[config.mk]
export PLATFORM = sky130hd
export DESIGN_NAME = shape_vertex_streamer
export DESIGN_NICKNAME = d
export VERILOG_FILES = /design/src/rtl/gpu_pkg.sv /design/src/rtl/shape_rom.sv /design/src/rtl/shape_vertex_streamer.sv
export SDC_FILE = /design/constraint.sdc
export NUM_CORES = 1
export LEC_CHECK = 0
export BUFFER_PORTS_ARGS = -buffer_cell sky130_fd_sc_hd__buf_2
export CORE_MARGIN = 2
export CORE_UTILIZATION = 45
export DETAILED_ROUTE_END_ITERATION = 6
export GPL_ROUTABILITY_DRIVEN = 0
export HOLD_SLACK_MARGIN = 0.05
export PLACE_DENSITY = 0.75
export SYNTH_ARGS = -nofsm -noshare
export SYNTH_HDL_FRONTEND = slang
export SYNTH_SLANG_ARGS = --single-unit
export TNS_END_PERCENT = 5
[constraint.sdc]
create_clock -name clk -period 11.01 [get_ports clk]
set_clock_uncertainty 0.05 [all_clocks]
set_input_delay 1.6515 -clock clk [delete_from_list [all_inputs] [get_ports clk]]
set_output_delay 1.6515 -clock clk [all_outputs]
set_load 0.005 [all_outputs]
[src/rtl/gpu_pkg.sv]
// gpu_pkg: shared coordinate types, shape IDs, shape-0 vertex table and streamer FSM states
package gpu_pkg;
    localparam int COORD_W_DEF = 16;
    typedef struct packed {
        logic [15:0] x;
        logic [15:0] y;
        logic [15:0] z;
    } vertex_t;
    localparam int SHAPE_PYRAMID = 0;
    localparam int SHAPE_RSVD1 = 1;
    localparam int SHAPE_RSVD2 = 2;
    localparam int SHAPE_RSVD3 = 3;
    localparam int SHAPE0_COUNT = 4;
    localparam vertex_t SHAPE0_V0 = '{x: 16'h0000, y: 16'h0000, z: 16'h0330};
    localparam vertex_t SHAPE0_V1 = '{x: 16'hFFFF, y: 16'hFDBF, z: 16'hFCD0};
    localparam vertex_t SHAPE0_V2 = '{x: 16'h0001, y: 16'hFDBF, z: 16'hFCD0};
    localparam vertex_t SHAPE0_V3 = '{x: 16'h0000, y: 16'h0483, z: 16'hFCD0};
    typedef enum logic [1:0] {IDLE, STREAM, DONE} state_t;
endpackage

[src/rtl/shape_rom.sv]
// shape_rom: combinational shape/index lookup returning sign-extended vertex and vertex count
module shape_rom
    import gpu_pkg::*;
#(
    parameter int COORD_W = COORD_W_DEF,
    parameter int MAX_VERTS = 12,
    parameter int SHAPE_W = 2,
    parameter int IW = $clog2(MAX_VERTS),
    parameter int CW = $clog2(MAX_VERTS + 1)
) (
    input  logic [SHAPE_W-1:0]   shape,
    input  logic [IW-1:0]        idx,
    output logic [3*COORD_W-1:0] vert,
    output logic [CW-1:0]        count
);
    function automatic logic [COORD_W-1:0] ext(input logic [15:0] c);
        return COORD_W'($signed(c));
    endfunction
    if (SHAPE0_COUNT > MAX_VERTS) begin : g_chk
        $error("shape table vertex count exceeds MAX_VERTS");
    end
    vertex_t v;
    logic    hit;
    always_comb begin
        v = (idx == IW'(0)) ? SHAPE0_V0 :
            (idx == IW'(1)) ? SHAPE0_V1 :
            (idx == IW'(2)) ? SHAPE0_V2 : SHAPE0_V3;
        hit = (shape == SHAPE_W'(SHAPE_PYRAMID));
        count = hit ? CW'(SHAPE0_COUNT) : '0;
        vert = (hit && idx < IW'(SHAPE0_COUNT)) ? {ext(v.x), ext(v.y), ext(v.z)} : '0;
    end
endmodule

[src/rtl/shape_vertex_streamer.sv]
// shape_vertex_streamer: streams a shape's translated vertices over a valid/ready handshake
module shape_vertex_streamer
    import gpu_pkg::*;
#(
    parameter int COORD_W = COORD_W_DEF,
    parameter int MAX_VERTS = 12,
    parameter int SHAPE_W = 2
) (
    input  logic                         clk,
    input  logic                         reset,
    input  logic                         start,
    input  logic [SHAPE_W-1:0]           shape_sel,
    input  logic [3*COORD_W-1:0]         offset,
    output logic                         busy,
    output logic                         vert_valid,
    input  logic                         vert_ready,
    output logic [3*COORD_W-1:0]         vert_data,
    output logic [$clog2(MAX_VERTS)-1:0] vert_idx,
    output logic                         vert_last,
    output logic                         done
);
    localparam int IW = $clog2(MAX_VERTS);
    localparam int CW = $clog2(MAX_VERTS + 1);
    state_t               state, state_n;
    logic [IW-1:0]        idx, idx_n;
    logic [SHAPE_W-1:0]   shape_q, rom_shape;
    logic [3*COORD_W-1:0] offset_q, rom_vert;
    logic [CW-1:0]        count;
    logic                 accept, hs, last;
    assign rom_shape = (state == IDLE) ? shape_sel : shape_q;
    shape_rom #(
        .COORD_W(COORD_W),
        .MAX_VERTS(MAX_VERTS),
        .SHAPE_W(SHAPE_W),
        .IW(IW),
        .CW(CW)
    ) u_rom (
        .shape(rom_shape),
        .idx(idx),
        .vert(rom_vert),
        .count(count)
    );
    assign busy = (state != IDLE);
    assign vert_valid = (state == STREAM);
    assign done = (state == DONE);
    assign vert_idx = vert_valid ? idx : '0;
    assign vert_last = vert_valid & last;
    for (genvar g = 0; g < 3; g++) begin : g_axis
        assign vert_data[g*COORD_W +: COORD_W] = vert_valid ?
            rom_vert[g*COORD_W +: COORD_W] + offset_q[g*COORD_W +: COORD_W] : '0;
    end
    always_comb begin
        accept = (state == IDLE) && start;
        hs = vert_valid && vert_ready;
        last = (CW'(idx) == count - CW'(1));
        state_n = state;
        idx_n = idx;
        if (accept) begin
            state_n = (count != '0) ? STREAM : DONE;
            idx_n = '0;
        end else if (hs) begin
            state_n = last ? DONE : STREAM;
            idx_n = last ? idx : idx + IW'(1);
        end else if (state == DONE) begin
            state_n = IDLE;
        end
    end
    always_ff @(posedge clk) begin
        if (reset) begin
            state <= IDLE;
            idx <= '0;
            shape_q <= '0;
            offset_q <= '0;
        end else begin
            state <= state_n;
            idx <= idx_n;
            shape_q <= accept ? shape_sel : shape_q;
            offset_q <= accept ? offset : offset_q;
        end
    end
endmodule
==> out/summary.txt, run 1 <==
initial antenna violation count - 0
Final Critical Period - 7.35 ns
leakage - 2.20 nW
DRC viols - 0
slowest stage cell, crit path - nor2_1
Setup violations, final - 0
synth warn - 0
slew margin rel. - 0.291
power consumption - 0.000561 W
area occupied by multi-input gates - 0.00308 mm2
H-tree lvl count - 2
IO buf count - 109
vias in the first global route - 4684
Core Region - 0.00968 mm2
Async SR Flop Fraction - 0
detailed placement HPWL - 8940 um
share of the yosys chip area belonging to registers - 0.251
final critical-path share of the clock period - 0.668
total clock sinks - 56
CTS max path bufs - 2
register bit total from synthesis - 56
fmax - 136 MHz
measured slew at the worst slew-check pin - 1.06 ns
worst path required time - 9.31 ns
WS Path Type - input port to output pin
status - complete, no violations
pin count of the biggest net entering global routing - 57
Layout Cell Area excl Fill - 0.00511 mm2
Vias - 4912
worst skew pair latency - 0.32 ns
Post-synth EDFFs - 0
Max VDD drop - 78.0 uV
Bufs and invs on worst path - 3
Slowest Stage Delay on Critical Path - 0.79 ns
leading area contributor after synthesis - dfxtp_1
post-cts hold buffer count - 0
Inserted Diodes - 0
# rows - 36
pwr/cell area - 110 mW/mm2
Layout area overhead - 14.5%
Setup Fix Bufs, Post-CTS - 0
clk slew on worst S/H paths - 0.11 ns
Fin Setup TNS - 0 ns
first-pass iteration count of the detailed router - 4
Resize count post-CTS - 0
Die ar. - 0.0107 mm2
die height - 104 um
RR Startpoint - state[1]
top_reg_cell synth - dfxtp_1
Placed Cells - 848
post-synth cell types - 65
CP Capture Type - output pin
Total Wirelength - 12400 um
RSZ-0062 raised after global routing - no
beginning of the worst hold path - offset_q[3]
data arrival time of the critical path - 5.65 ns
Inserted Clock Buffers - 5
syn_nets - 729
synthesized area per cell - 6.85 um2
register area - 0.00112 mm2
Cell Area, Synth - 0.00446 mm2
largest cells by area after synthesis - dfxtp_1, nand2_1, a21oi_1
Final Slew Violations - 0
Worst Setup Start Kind - input port
total gr overflow - 0
critical path launch point - shape_sel[1]
first-pass GRT wire length - 21200 um
non-filler cells, final - 856
Initial Util - 0.461
CTS root buf - clkbuf_8
CP top delay family - simple AND/OR/NAND/NOR gates
Tot GR Track Use - 0.229
cell mode on critical path - nor2_1
wire per inst - 14.5 um
CTS tree - yes
io pins - 110
Post-DRT Antenna Nets - 0
MaxCap Viol Count - 0
Mapped Cells - 652
DR iter-0 viols - 265
Die Width - 104 um
net count reported at finish - 799
Crit Path Max Fanout - 17
layout cell share with drive strength beyond 1 - 0.184
DP Area - 0.00500 mm2
worst hold path type - register to register
Hold Violations, Final - 0
hold_ws - 0.409 ns
Filler cells - 996
drt via density - 5.74
crit path cell chain - buf_2 -> or4_4 -> o31ai_4 -> buf_4 -> nand2_1 -> nor2_1 -> ha_1 -> o21ai_0 -> nor2_1 -> nor2_1 -> o31ai_1 -> a21oi_1 -> or3_1 -> a21oi_1 -> buf_2
Yosys top cell area share - 0.251
-- synthesized netlist by cell type (2+ instances only) --
master / instances
a211o_1: 3
a211oi_1: 3
a21o_1: 6
a21oi_1: 78
a31oi_1: 11
and2_1: 17
and3_1: 5
buf_1: 4
buf_2: 3
buf_6: 2
clkbuf_1: 40
dfxtp_1: 56
ha_1: 23
inv_1: 14
mux2i_1: 4
nand2_1: 141
nand2b_1: 2
nand3_1: 21
nand3b_1: 2
nand4_1: 9
nor2_1: 51
nor2b_1: 2
nor3_1: 20
nor3b_1: 3
nor4_1: 6
nor4b_1: 3
o211a_1: 2
o211ai_1: 2
o21a_1: 5
o21ai_0: 26
o21bai_1: 2
o22ai_1: 3
o31a_1: 3
o31ai_1: 4
or3_1: 7
or4_1: 2
or4_4: 2
xnor2_1: 26
xor2_1: 13
-- layout by cell type, fill, tap and decap left out, drive strengths merged, types with 3 or more instances in the layout --
cell	netlist	layout
or3	7	7
nor3	20	20
nor4b	4	4
dfxtp	56	56
o31a	3	3
buf	9	112
and3	5	5
inv	15	16
mux2i	4	4
ha	23	23
a21o	6	6
a31oi	11	11
nor3b	3	3
nor4	6	6
o21ai	28	28
nand3	21	21
clkbuf	40	5
a21oi	78	78
or4	4	4
nand4	9	9
xnor2	26	26
nand2	142	142
a211o	3	3
a211oi	3	3
xor2	13	13
nor2	52	52
and2	17	17
o21a	5	5
o22ai	3	3
o31ai	6	6
-- flip-flops by register name (all words and copies together) (netlist names) --
| name | cells |
|---|---|
| offset_q | 48 |
| idx | 4 |
| shape_q | 2 |
| state | 2 |
-- kinds of logic after synthesis --
group | after synthesis | share of synthesized area
mux | 4 | 0.00897
xor+xnor | 39 | 0.0765
flops | 56 | 0.251
simple gates | 301 | 0.314
buf+inv | 65 | 0.0589
fa+ha+maj | 24 | 0.0667
compound gates | 163 | 0.224
-- per-stage QoR --
stage                     utilization  worst slack, ns
after floorplan                     -             4.89
after global placement          0.516             3.84
after detailed placement        0.516             3.70
after CTS                       0.528             3.70
after global routing            0.528             3.32
final                           0.528             3.66
-- area by class of cell --
| type | instances | area share |
|---|---|---|
| multi-input cells | 531 | 0.603 |
| flip-flops and latches | 56 | 0.219 |
| repair buffers | 112 | 0.111 |
| well taps | 133 | 0.0326 |
| clock buffers | 5 | 0.0135 |
| inverters | 16 | 0.0117 |
| clock inverters | 3 | 0.00906 |
-- final timing paths --
path,endpoint,slack (ns),depth (start not counted)
setup / recovery,vert_data[31],3.66,15
hold reg to reg,offset_q[3],0.41,2
hold / removal,offset_q[3],0.41,2
setup reg to reg,idx[3],8.56,6
-- worst register-to-register path: stages (launching register included) --
cell	delay (ns)
dfxtp_1	0.38
nor2_1	0.38
o31a_1	0.52
mux2i_1	0.17
a2111oi_0	0.55
xnor2_1	0.18
nor3_1	0.07
-- per-layer routing --
layer / global-route usage / vias up / routed length (um)
met5: 0 / - / 0
met3: 0.0346 / 25 / 898
met1: 0.290 / 2266 / 5370
met2: 0.398 / 215 / 5930
li1: - / 2406 / -
met4: 0.0734 / 0 / 225
-- where the power goes --
part / internal (W) / total [W] / switching (W)
logic: 0.0000623 / 0.000167 / 0.000104
clock network: 0.0000692 / 0.000147 / 0.0000774
registers: 0.000221 / 0.000248 / 0.0000266
total: 0.000352 / 0.000561 / 0.000208
Power figures use the tool's default switching activity.
==> run 2: changes to the inputs <==
--- a/config.mk
+++ b/config.mk
@@ -11,7 +11,7 @@
 export DETAILED_ROUTE_END_ITERATION = 6
 export GPL_ROUTABILITY_DRIVEN = 0
 export HOLD_SLACK_MARGIN = 0.05
-export PLACE_DENSITY = 0.75
+export PLACE_DENSITY = 0.78
 export SYNTH_ARGS = -nofsm -noshare
 export SYNTH_HDL_FRONTEND = slang
 export SYNTH_SLANG_ARGS = --single-unit
==> constraint.sdc (replaced) <==
create_clock -name clk -period 6 [get_ports clk]
set_clock_uncertainty 0.05 [all_clocks]
set_input_delay 0.9 -clock clk [delete_from_list [all_inputs] [get_ports clk]]
set_output_delay 0.9 -clock clk [all_outputs]
set_load 0.005 [all_outputs]
==> run 2 against run 1 <==
Against the previous run:
- die area did not move
- sequential power rose by 83%
- cell area fell by 0.15%
==> out/summary.txt, run 2 (synthesis gave the netlist of run 1 again) <==
Crit Path Max Fanout - 17 (unchanged)
Max VDD drop - 101 uV (+29%)
pin count of the biggest net entering global routing - 57 (unchanged)
status - complete, no violations
DRC viols - 0 (unchanged)
Layout Cell Area excl Fill - 0.00510 mm2 (-0.15%)
leakage - 2.20 nW (-0.31%)
grt met3 use - 0.0384 (+0.00378)
layout cell share with drive strength beyond 1 - 0.186 (+0.00225)
slew margin rel. - 0.311 (+0.0193)
leading cell type in the layout, fill and taps excluded - nand2_1
pwr/cell area - 192 mW/mm2 (+75%)
worst skew pair latency - 0.32 ns (about the same)
Fin Setup TNS - 0 ns (unchanged)
data arrival time of the critical path - 4.11 ns (-1.54 ns)
Inserted Clock Buffers - 5 (unchanged)
Layout area overhead - 14.3%
initial antenna violation count - 1 (+1)
Final Slew Violations - 0 (unchanged)
Post-DRT Antenna Nets - 0 (unchanged)
Hold Violations, Final - 0 (unchanged)
measured slew at the worst slew-check pin - 1.03 ns (-0.0290 ns)
total gr overflow - 0 (unchanged)
detailed placement HPWL - 8680 um (-2.9%)
power consumption - 0.000980 W (+75%)
RSZ-0062 raised after global routing - no
final critical-path share of the clock period - 0.843
CTS root buf - clkbuf_8
fmax - 198 MHz
Final Critical Period - 5.06 ns
top flop regs - offset_q: 48 flops, idx: 4 flops
M2 GR Usage - 0.384 (-0.0147)
Initial Util - 0.461 (unchanged)
Largest register FFs - 48 (unchanged)
drt via density - 5.64 (-1.8%)
wire per inst - 14.3 um (-1.6%)
worst path required time - 5.05 ns (-4.26 ns)
MaxCap Viol Count - 0 (unchanged)
Die ar. - 0.0107 mm2 (unchanged)
die height - 104 um (unchanged)
Resize count post-CTS - 0 (unchanged)
post-cts hold buffer count - 0 (unchanged)
Setup Fix Bufs, Post-CTS - 0 (unchanged)
IO buf count - 109 (unchanged)
first-pass GRT wire length - 20700 um (-2.3%)
Tot GR Track Use - 0.225 (-0.00342)
DR iter-0 viols - 224 (-15%)
most frequent cells in the layout - nand2_1, buf_2, a21oi_1
Biggest register - offset_q
Total Wirelength - 12300 um (-1.3%)
CTS max path bufs - 2 (unchanged)
CP Capture Type - output pin
met1 usage - 0.295 (+0.00501)
DP Area - 0.00501 mm2 (+0.30%)
io pins - 110 (unchanged)
total clock sinks - 56 (unchanged)
worst hold path type - register to register
clk slew on worst S/H paths - 0.11 ns (about the same)
Core Region - 0.00968 mm2 (unchanged)
Setup violations, final - 0 (unchanged)
H-tree lvl count - 2 (unchanged)
WS Path Type - input port to output pin
net count reported at finish - 801 (+0.25%)
CTS tree - yes
GR peak layer - met2
final core utilization - 0.527 (-0.000775)
first-pass iteration count of the detailed router - 5 (+1)
Die Width - 104 um (unchanged)
Worst Setup Start Kind - input port
# rows - 36 (unchanged)
vias in the first global route - 4582 (-2.2%)
Vias - 4842 (-1.4%)
-- run 2: changes by cell type in the layout (fill, tap and decap cells not counted), sizes merged --
cell,before,now
bufinv,1,0
diode,0,1
buf,112,114
clkinvlp,0,1
-- run 2: cell type report --
type                            count  area [um2]
Timing Repair Buffer              114         583
Inverter                           16        60.1
Sequential cell                    56        1120
Fill cell                        1001        4580
Clock buffer                        5        68.8
Clock inverter                      3        21.3
Multi-Input combinational cell    531        3080
Antenna cell                        1        2.50
Tap cell                          133         166
-- run 2: path summary, 6_finish.rpt --
check | from | to | slack, ns | depth (start not counted)
worst max-delay path | shape_sel[1] | vert_data[23] | 0.94 | 14
worst min-delay path | offset_q[3] | offset_q[3] | 0.41 | 2
worst max register to register | state[1] | idx[3] | 3.60 | 6
worst min register to register | offset_q[3] | offset_q[3] | 0.41 | 2
-- run 2: through the flow --
stage	instances	hold WS (ns)	worst slack [ns]
after CTS	858	0.410	0.991
after global placement	850	0.388	1.08
after floorplan	652	0.382	1.39
after global routing	859	0.440	0.580
final	859	0.407	0.939
after detailed placement	850	0.393	0.992
-- run 2: power by group --
part | internal, W | switching, W
Clock | 0.0000835 | 0.000139
Sequential | 0.000405 | 0.0000492
Combinational | 0.000113 | 0.000190
-- run 2: routing by layer --
| layer | vias up | share of wire |
|---|---|---|
| met5 | - | 0 |
| met4 | 0 | 0.016 |
| met3 | 22 | 0.072 |
| met2 | 198 | 0.46 |
| met1 | 2209 | 0.45 |
| li1 | 2413 | - |
-- run 2: critical path: stages --
cell and delay (ns):
buf_2 0.11, or4_4 0.56, o31ai_4 0.21, nand2_1 0.16, buf_4 0.24, inv_1 0.06
ha_1 0.20, nor3b_1 0.24, a211oi_1 0.15, nor4b_1 0.67, o21ai_0 0.20, xor2_1 0.17
nor2_1 0.12, buf_2 0.13
==> run 3: changes to the inputs <==
==> constraint.sdc (replaced) <==
create_clock -name clk -period 4.1 [get_ports clk]
set_clock_uncertainty 0.05 [all_clocks]
set_input_delay 0.615 -clock clk [delete_from_list [all_inputs] [get_ports clk]]
set_output_delay 0.615 -clock clk [all_outputs]
set_load 0.005 [all_outputs]
==> run 3 against run 2 <==
Against the previous run:
- total power grew 59%
- setup slack got worse by 0.80 ns
- hold slack improved by 0.0020 ns
- combinational power increased by 67%
- die area stayed put
- sequential power is 47% higher
- final cell count up 2.6%
- utilization up 3.6 points
- via count grew 3.4%
- first-iteration DRC count grew 31%
- critical path type unchanged
- largest power group unchanged
==> out/summary.txt, run 3 (synthesis gave the netlist of run 1 again) <==
slew margin rel. - 0.303 (-0.00728)
Net Sw Frac - 0.366 (-0.0204)
die height - 104 um (unchanged)
drt via density - 5.68 (+0.79%)
Initial Util - 0.461 (unchanged)
Tot GR Track Use - 0.234 (+0.00893)
Final Critical Period - 3.96 ns
io pins - 110 (unchanged)
beginning of the worst hold path - offset_q[3]
RSZ-0062 raised after global routing - yes
most frequent cells in the layout - nand2_1, buf_2, a21oi_1
net count reported at finish - 824 (+2.9%)
vias in the first global route - 4653 (+1.5%)
pin count of the biggest net entering global routing - 57 (unchanged)
fmax - 252 MHz
DR iter-0 viols - 294 (+31%)
Layout area overhead - 22.3%
non-filler cells, final - 881 (+2.6%)
crit path capture - vert_data[31]
internal cell power - 0.000989 W (+64%)
Worst Setup Start Kind - input port
worst skew pair latency - 0.32 ns (about the same)
clock power share - 0.246 (+0.019)
R2R Setup Slk - 1.68 ns (-1.92 ns)
worst path required time - 3.43 ns (-1.62 ns)
critical path launch point - shape_sel[1]
IO buf count - 109 (unchanged)
H-tree lvl count - 2 (unchanged)
data arrival time of the critical path - 3.30 ns (-0.81 ns)
layout cell share with drive strength beyond 1 - 0.245 (+0.0584)
Vias - 5005 (+3.4%)
hold_ws - 0.409 ns (+0.00195 ns)
top flop regs - offset_q: 48 flops, idx: 4 flops
Total Wirelength - 13100 um (+7.1%)
Setup violations, final - 0 (unchanged)
total clock sinks - 56 (unchanged)
worst hold path type - register to register
Core Region - 0.00968 mm2 (unchanged)
Comb pwr share - 0.325 (+0.016)
RR Startpoint - state[1]
first-pass iteration count of the detailed router - 6 (+1)
Final Slew Violations - 0 (unchanged)
post-cts hold buffer count - 0 (unchanged)
Reg power frac - 0.429 (-0.035)
worst r2r dst - idx[3]
final critical-path share of the clock period - 0.966
Die Width - 104 um (unchanged)
total gr overflow - 0 (unchanged)
Biggest register - offset_q
clk slew on worst S/H paths - 0.10 ns (about the same)
CTS tree - yes
pwr/cell area - 286 mW/mm2 (+49%)
detailed placement HPWL - 9250 um (+6.6%)
Psw - 0.000570 W (+51%)
# rows - 36 (unchanged)
CTS max path bufs - 2 (unchanged)
initial antenna violation count - 0 (-1)
wire per inst - 14.9 um (+4.4%)
Die ar. - 0.0107 mm2 (unchanged)
status - complete, no violations
first-pass GRT wire length - 21300 um (+3.1%)
Post-DRT Antenna Nets - 0 (unchanged)
Fin Setup TNS - 0 ns (unchanged)
CP Capture Type - output pin
Inserted Diodes - 0 (-1)
Filler cells - 923 (-7.8%)
MaxCap Viol Count - 0 (unchanged)
leakage - 2.32 nW (+5.5%)
Hold Violations, Final - 0 (unchanged)
CTS root buf - clkbuf_8
Largest register FFs - 48 (unchanged)
measured slew at the worst slew-check pin - 1.04 ns (+0.0109 ns)
Crit Path Max Fanout - 11 (-6)
Max VDD drop - 161 uV (+59%)
Placed Cells - 869 (+2.2%)
R2R cell count - 7 (+1)
Inserted Clock Buffers - 5 (unchanged)
leading cell type in the layout, fill and taps excluded - nand2_1
WS Path Type - input port to output pin
final core utilization - 0.564 (+0.0364)
DRC viols - 0 (unchanged)
## run 3: stage by stage
step,worst slack (ns),area [um2],power [W]
finish,0.139,5460,0.00156
detailed placement,0.0390,5150,0.00115
floorplan,0.0573,4460,0.000996
CTS,0.0105,5270,0.00153
global placement,0.114,5150,0.00113
global route,-0.0657,5460,0.00165
## run 3: critical path, cell delays in order
cell	delay (ns)
buf_2	0.12
or4_4	0.55
o31ai_4	0.09
nand2_2	0.09
buf_4	0.21
inv_1	0.07
ha_1	0.15
nor3b_2	0.21
a211oi_2	0.12
o31ai_2	0.31
a21oi_2	0.12
or3_1	0.38
a21oi_1	0.14
buf_2	0.13
## run 3: layer usage
metal  vias to the layer above  part of all wire  GRT usage
met4                         0             0.023     0.0743
li1                       2449                 -          -
met5                         -                 0          0
met3                        33             0.065     0.0409
met1                      2290              0.42      0.283
met2                       233              0.49      0.421
## run 3: worst min-delay path by stage
stage / endpoint / cells past startpoint / slack (ns)
global placement: offset_q[3] / 2 / 0.39
detailed placement: offset_q[3] / 2 / 0.40
global route: offset_q[3] / 2 / 0.43
floorplan: offset_q[0] / 2 / 0.38
CTS: offset_q[3] / 2 / 0.41
finish: offset_q[3] / 2 / 0.41
## run 3: final cells by class
type / count / area, um2 / area share
Timing Repair Buffer: 137 / 763 / 0.140
Inverter: 16 / 60.1 / 0.0110
Tap cell: 133 / 166 / 0.0305
Clock inverter: 2 / 38.8 / 0.00711
Clock buffer: 6 / 72.6 / 0.0133
Multi-Input combinational cell: 531 / 3240 / 0.593
Sequential cell: 56 / 1120 / 0.205
## run 3: what timing repair did
action | 4_1_cts | 5_1_grt
gates resized for setup | 1 | 36
endpoints found under the setup margin | 2 | 13
buffers inserted | 0 | 4
pin swaps | 0 | 4
endpoints found under the hold margin | 0 | 0
gates cloned | 0 | 0
## run 3: power groups by stage
stage               logic [W]  clock network (W)  registers [W]
finish               0.000507           0.000384       0.000669
detailed placement   0.000475                  0       0.000676
global placement     0.000460                  0       0.000672
global route         0.000561           0.000407       0.000678
floorplan            0.000365                  0       0.000630
CTS                  0.000480           0.000391       0.000663
